===== config.mk =====
export PLATFORM = sky130hd
export DESIGN_NAME = dcache_req_port_arbiter
export DESIGN_NICKNAME = d
export VERILOG_FILES = /design/src/rtl/dcache_req_port_arbiter.sv
export SDC_FILE = /design/constraint.sdc
export NUM_CORES = 1
export LEC_CHECK = 0
export ABC_AREA = 0
export ABC_CLOCK_PERIOD_IN_PS = 2510
export BUFFER_PORTS_ARGS = -buffer_cell sky130_fd_sc_hd__buf_2
export CORE_AREA = 5 5 141 143
export DETAILED_ROUTE_END_ITERATION = 16
export DIE_AREA = 0 0 146 148
export PLACE_DENSITY_LB_ADDON = 0.3
export SYNTH_ARGS = -nofsm -noshare
export SYNTH_HDL_FRONTEND = slang
export SYNTH_SLANG_ARGS = --single-unit

===== constraint.sdc =====
create_clock -name clk_i -period 2.51 [get_ports clk_i]
set_input_delay 0 -clock clk_i [delete_from_list [all_inputs] [get_ports clk_i]]
set_output_delay 0 -clock clk_i [all_outputs]
set_load 0.005 [all_outputs]

===== src/rtl/dcache_req_port_arbiter.sv =====
// dcache_req_port_arbiter
// Shares the single data-cache controller request path among the PTW, load-unit
// and store-unit ports. Fixed priority PTW > LOAD > STORE, with a starvation
// counter that forces the store port to win after STARVE_LIMIT lost rounds.
// Only one transaction is outstanding at a time.
module dcache_req_port_arbiter #(
    parameter int NUM_PORTS    = 3,
    parameter int PLEN         = 34,
    parameter int XLEN         = 32,
    parameter int STARVE_LIMIT = 8
) (
    input  logic                      clk_i,
    input  logic                      rst_ni,
    input  logic [NUM_PORTS-1:0]      req_i,
    input  logic [NUM_PORTS-1:0]      we_i,
    input  logic [NUM_PORTS*PLEN-1:0] addr_i,
    input  logic [NUM_PORTS*XLEN-1:0] wdata_i,
    input  logic [NUM_PORTS*XLEN/8-1:0] be_i,
    input  logic [NUM_PORTS*2-1:0]    size_i,
    output logic [NUM_PORTS-1:0]      gnt_o,
    output logic [NUM_PORTS-1:0]      rvalid_o,
    output logic [XLEN-1:0]           rdata_o,
    output logic                      ctrl_req_o,
    output logic                      ctrl_we_o,
    output logic [PLEN-1:0]           ctrl_addr_o,
    output logic [XLEN-1:0]           ctrl_wdata_o,
    output logic [XLEN/8-1:0]         ctrl_be_o,
    output logic [1:0]                ctrl_size_o,
    input  logic                      ctrl_gnt_i,
    input  logic                      ctrl_rvalid_i,
    input  logic [XLEN-1:0]           ctrl_rdata_i,
    output logic [1:0]                owner_o,
    output logic                      busy_o
);

    localparam int BE_W  = XLEN / 8;
    localparam int CNT_W = $clog2(STARVE_LIMIT + 1);

    localparam logic [1:0] PTW_PORT   = 2'd0;
    localparam logic [1:0] STORE_PORT = 2'd2;

    localparam logic [CNT_W-1:0] STARVE_MAX = CNT_W'(STARVE_LIMIT);

    localparam logic [1:0] ARB_IDLE     = 2'd0;
    localparam logic [1:0] ARB_REQ      = 2'd1;
    localparam logic [1:0] ARB_WAIT_RSP = 2'd2;

    logic [1:0]       state_reg, state_next;
    logic [1:0]       owner_reg, owner_next;
    logic [CNT_W-1:0] starve_cnt_reg, starve_cnt_next;

    logic [1:0] lowest_req;
    logic [1:0] winner;
    logic       owner_req;
    logic       gnt_fire;
    logic       rsp_fire;

    // Lowest-index requester; scanning downwards lets the lowest index overwrite.
    always_comb begin
        lowest_req = PTW_PORT;
        for (int i = NUM_PORTS - 1; i >= 0; i--) begin
            if (req_i[i]) begin
                lowest_req = i[1:0];
            end
        end
    end

    // A store that has lost STARVE_LIMIT rounds overrides fixed priority.
    assign winner = ((starve_cnt_reg == STARVE_MAX) && req_i[STORE_PORT]) ? STORE_PORT : lowest_req;

    assign owner_req = req_i[owner_reg];

    // The controller only sees a request while the owning port still asks for it,
    // so a withdrawn request can never be granted in the abort cycle.
    assign ctrl_req_o = (state_reg == ARB_REQ) && owner_req;
    assign gnt_fire   = ctrl_req_o && ctrl_gnt_i;

    // Payload follows the registered owner.
    assign ctrl_we_o    = we_i[owner_reg];
    assign ctrl_addr_o  = addr_i[owner_reg * PLEN +: PLEN];
    assign ctrl_wdata_o = wdata_i[owner_reg * XLEN +: XLEN];
    assign ctrl_be_o    = be_i[owner_reg * BE_W +: BE_W];
    assign ctrl_size_o  = size_i[owner_reg * 2 +: 2];

    // Load data is routed either together with the grant (hit) or later while waiting.
    assign rsp_fire = (gnt_fire && !ctrl_we_o && ctrl_rvalid_i)
                   || ((state_reg == ARB_WAIT_RSP) && ctrl_rvalid_i);

    generate
        for (genvar gi = 0; gi < NUM_PORTS; gi++) begin : g_port_decode
            assign gnt_o[gi]    = gnt_fire && (owner_reg == 2'(gi));
            assign rvalid_o[gi] = rsp_fire && (owner_reg == 2'(gi));
        end
    endgenerate

    assign rdata_o = ctrl_rdata_i;
    assign owner_o = owner_reg;
    assign busy_o  = (state_reg != ARB_IDLE);

    // Next-state, owner latch and starvation bookkeeping.
    always_comb begin
        state_next      = state_reg;
        owner_next      = owner_reg;
        starve_cnt_next = starve_cnt_reg;
        case (state_reg)
            ARB_IDLE: begin
                if (|req_i) begin
                    owner_next = winner;
                    state_next = ARB_REQ;
                    if (winner == STORE_PORT) begin
                        starve_cnt_next = '0;
                    end else if (req_i[STORE_PORT] && (starve_cnt_reg != STARVE_MAX)) begin
                        starve_cnt_next = starve_cnt_reg + 1'b1;
                    end
                end
            end
            ARB_REQ: begin
                if (!owner_req) begin
                    state_next = ARB_IDLE;
                end else if (ctrl_gnt_i) begin
                    if (ctrl_we_o || ctrl_rvalid_i) begin
                        state_next = ARB_IDLE;
                    end else begin
                        state_next = ARB_WAIT_RSP;
                    end
                end
            end
            ARB_WAIT_RSP: begin
                if (ctrl_rvalid_i) begin
                    state_next = ARB_IDLE;
                end
            end
            default: begin
                state_next = ARB_IDLE;
            end
        endcase
    end

    // State registers with asynchronous active-low reset.
    always_ff @(posedge clk_i or negedge rst_ni) begin
        if (!rst_ni) begin
            state_reg      <= ARB_IDLE;
            owner_reg      <= PTW_PORT;
            starve_cnt_reg <= '0;
        end else begin
            state_reg      <= state_next;
            owner_reg      <= owner_next;
            starve_cnt_reg <= starve_cnt_next;
        end
    end

endmodule

### After elaboration in Yosys (flattened, before gate mapping)

Index checks and enable logic that the tools add are counted.

* input bits: 258
* logic and storage cells: 60
* flip-flop bits (word level): 8
* output and inout bits: 115

* reductions and logical operators: 24
* equal/unequal tests: 10
* shift-type cells: 4
* add/sub/neg operators: 1
* muxes and demuxes: 16
* order comparisons: 1
* multiply operators: 1

Operators with widths (number)
* $shiftx A102 B9 Y34: 1
* $shiftx A96 B8 Y32: 1
* $mux W2: 9
* $logic_and A1 B1 Y1: 13
* $shiftx A12 B5 Y4: 1
* $mux W4: 2
* $mul A2 B5 Y7 const B: 1
* $eq A2 B2 Y1 const B: 3
* $pmux W2 S3: 1
* $reduce_and A3 Y1: 2
* $shiftx A6 B4 Y2: 1
* $add A4 B1 Y4 const B: 1
* $bmux W1 S2: 2
* $eq A2 B1 Y1 const B: 2
* $eq A4 B4 Y1 const B: 1
* $logic_not A2 Y1: 2
* $ne A2 B2 Y1 const B: 2
* $ne A4 B4 Y1 const B: 1
* $reduce_bool A2 Y1: 2
* $lt A2 B3 Y1 const B: 1
* $ne A3 B3 Y1 const B: 1
* $reduce_or A3 Y1: 1
* $logic_or A1 B1 Y1: 2
* $mux W1: 2
* other kinds (2): 2

### Logic depth before layout (Yosys ltp)

* word-level depth: 8
* mapped depth: 6
* mapped depth without buffers: 6

### Least setup slack after synthesis

Ideal clock, no wire load.

* kind: reg-to-reg
* from: reg owner_reg[0], in the netlist owner_o[0]
* to: reg state_reg[1]
* library setup time: 0.128 ns
* arrival: 1.286 ns
* clock period less this slack: 1.414 ns
* slack: 1.096 ns
* required time: 2.382 ns
* cell stages (with the launch flop): 6
* buffers on the path: 2
* cells stage by stage: dfrtp_1 > buf_2 > clkbuf_2 > or2_2 > a31oi_2 > nor2_1

* word-level cells in the longest chain between the ends: 7
* elaborated cells between the ends (all ways): 11
* those cells by class: 1 x eq/ne; 8 x mux; 2 x reduce/logical

Ends and longest elaborated chain
* start, declared: line 49 `logic [1:0] owner_reg, owner_next;`
* start signal, assigned: line 147 `owner_reg <= owner_next;`
* $bmux W1 S2: line 79 `assign ctrl_we_o = we_i[owner_reg];`
* $mux W1 (not written as such): line 79
* $logic_or A1 B1 Y1: line 121 `if (ctrl_we_o || ctrl_rvalid_i) begin`
* $mux W2: line 121
* $mux W2: line 120 `end else if (ctrl_gnt_i) begin`
* $mux W2: line 118 `if (!owner_req) begin`
* $pmux W2 S3: line 105 `case (state_reg)`
* end signal, assigned: line 146 `state_reg <= state_next;`
* end, declared: line 48 `logic [1:0] state_reg, state_next;`

Parallel ways exist; a longest one is shown, timed or not. The select of a mux whose other input is x is not followed.
A chain may end at the register's enable or synchronous reset.

### Worst setup path in the final report

* from: reg owner_reg[1], in the netlist owner_o[1]
* to: out ctrl_wdata_o[29]

* word-level cells in the longest chain between the ends: 1

Ends and longest elaborated chain
* $shiftx A96 B8 Y32: line 81 `assign ctrl_wdata_o = wdata_i[owner_reg * XLEN +: XLEN];`
* end, declared: line 26 `output logic [XLEN-1:0] ctrl_wdata_o,`

Every way passes these cells.

==> results.json <==
{
  "status": "complete, no violations",
  "largest_reg_flops": 4,
  "start_util": 0.125,
  "diodes": 0,
  "hp-class": "in2out",
  "power_leakage_nw": 1.95,
  "drt-wirelength-per-cell_um": 13.6,
  "ioPinCount": 373,
  "dieArea_mm2": 0.0216,
  "syn_area_per_cell_um2": 6.73,
  "gp_congestion": 0.879,
  "hpwl_um": 9400,
  "totalWireLength_um": 11400,
  "cts_inserted_buffers": 3,
  "ys_ff_latch": 8,
  "postLayoutCellArea_mm2": 0.00392,
  "mostFrequentLayoutCells": "buf_2 (308), nand2_1 (84), o21ai_0 (77), mux2i_1 (74), nor2_1 (9)",
  "required_ns": 2.51,
  "finalHoldViolCount": 0,
  "drt_iter0_markers": 102,
  "final_common_cell": "buf_2",
  "synth_top_flop_cell": "dfrtp_1",
  "synth_area_mm2": 0.00231,
  "grt_usage": 0.0927,
  "fillers": 2084,
  "syn-instance-count": 343,
  "clock-skew-final_ns": 0.00552,
  "drive_gt1_frac": 0.541,
  "synth_seq_area_share": 0.0867,
  "nets": 865,
  "worst-path-max-fanout": 40,
  "antenna_found_initial": 0,
  "synth.distinct_cells": 32,
  "syn_nets": 603,
  "end_kind": "primary output",
  "finalSetupViolCount": 0,
  "layoutNonFillerInstCount": 838,
  "vias": 3267,
  "htreeDepth": 1,
  "startpoint_type": "flop",
  "grt_max_degree": 43,
  "drtAntennaViolNets": 0,
  "post-cts-setup-buffers": 0,
  "max_freq_mhz": 555,
  "ir_drop_mv": 0.446,
  "finalCritPeriodShare": 0.718,
  "drc": 0,
  "clk_pin_slew_ns": 0.04,
  "area_growth_pct": 69.6,
  "cts_sinks": 8,
  "die_h_um": 148,
  "timing.setup.tns_ns": 0,
  "grt_pass1_wl_um": 16800,
  "synth_edf_count": 0,
  "die_w_um": 146,
  "p_per_area_mw_per_mm2": 720,
  "grt-ovfl-total": 0,
  "drv_cap": 0,
  "grt_pass1_vias": 3255,
  "crit_arrival_ns": 1.80,
  "clkLatencyLatePin_ns": 0.24,
  "yosys_warnings": 0,
  "fin_util": 0.212,
  "final-seq-area_um2": 205,
  "place_area_mm2": 0.00382,
  "viasPerCell": 3.90,
  "path_class": "reg2out",
  "port_buffers": 308,
  "core_area_mm2": 0.0185,
  "slew_headroom": 0.541,
  "rows": 50,
  "multi_input_area_mm2": 0.00172,
  "async_reset_ff_frac": 1.00,
  "final.min_clock_period_ns": 1.80,
  "drt_pass1_iterations": 4,
  "finalMaxSlewViolations": 0,
  "tightest_slew_ns": 0.689,
  "cts_tree": "done",
  "clockBufferDepth": 2,
  "dp_cells": 832,
  "cts-root-buf": "clkbuf_16",
  "rsz0062_at_grt": "false"
}
==> metrics by stage <==
stage / total power [mW] / hold WS, ns / worst slack [ns]
floorplan: 1.63 / -0.296 / 1.10
global placement: 2.59 / -0.136 / 0.937
detailed placement: 2.58 / -0.133 / 0.956
CTS: 2.88 / 0.0000346 / 0.699
global route: 3.13 / 0.00000795 / 0.576
finish: 2.82 / 0.00000198 / 0.708
==> where the power goes <==
part | total [mW] | internal [mW] | switching (mW) | leakage (nW)
logic | 2.28 | 1.06 | 1.23 | 1.82
clock network | 0.286 | 0.213 | 0.0737 | 0.0382
registers | 0.251 | 0.183 | 0.0675 | 0.0970
total | 2.82 | 1.45 | 1.37 | 1.95
==> worst max-delay path, cell delays in order (launching register included) <==
cell	delay, ns
dfrtp_4	0.45
buf_4	0.53
mux2i_1	0.29
o21ai_0	0.10
buf_2	0.14
==> Yosys cell counts (all sizes together), types with 3 or more instances <==
cell type  instances  area (um2)
mux2i             74         741
buf               50         340
a21o               3        22.5
nor2               9        33.8
o21ai             78         394
inv                4        15.0
nor3               3        15.0
dfrtp              8         200
nand2             84         315
clkbuf             9        35.0
==> final timing paths <==
path,startpoint,end,slack [ns],depth (start not counted)
setup / recovery,owner_o[1],ctrl_wdata_o[29],0.71,4
hold / removal,ctrl_rdata_i[14],rdata_o[14],0.000002,0
setup reg to reg,starve_cnt_reg[0],starve_cnt_reg[3],0.94,6
hold reg to reg,starve_cnt_reg[3],starve_cnt_reg[3],0.51,1
max in group asynchronous,rst_ni,owner_o[1],2.15,2
min in group asynchronous,rst_ni,state_reg[0],0.15,2
==> final cells by class <==
cell class	count	area share
Inverter	4	0.00383
Sequential cell	8	0.0524
Clock buffer	4	0.0201
Multi-Input combinational cell	272	0.439
Timing Repair Buffer	316	0.410
Tap cell	234	0.0747
==> metal layers <==
metal | part of all wire | global-route usage | wire length, um | up-vias
met5 | 0 | 0 | 0 | -
met4 | 0.010 | 0.0155 | 118 | 0
met3 | 0.10 | 0.0279 | 1150 | 13
met2 | 0.50 | 0.170 | 5630 | 182
met1 | 0.39 | 0.109 | 4470 | 1392
li1 | - | - | - | 1680
==> logic make-up (layout without fill, tap and decap cells) <==
family,after synthesis,count (layout),synth area share
AOI/OAI and AO/OA,87,87,0.204
adders and majority gates,2,2,0.0108
buffers and inverters,63,324,0.169
DFF,8,8,0.0867
muxes,74,74,0.321
and+or+nand+nor,109,109,0.209
==> timing repair <==
item | in CTS | in global routing
endpoints found under the setup margin | 0 | 0
endpoints found under the hold margin | 9 | 0
resized for setup | 0 | 0
hold buffers | 2 | 0
Note: power is estimated with default switching activity, not from simulation.
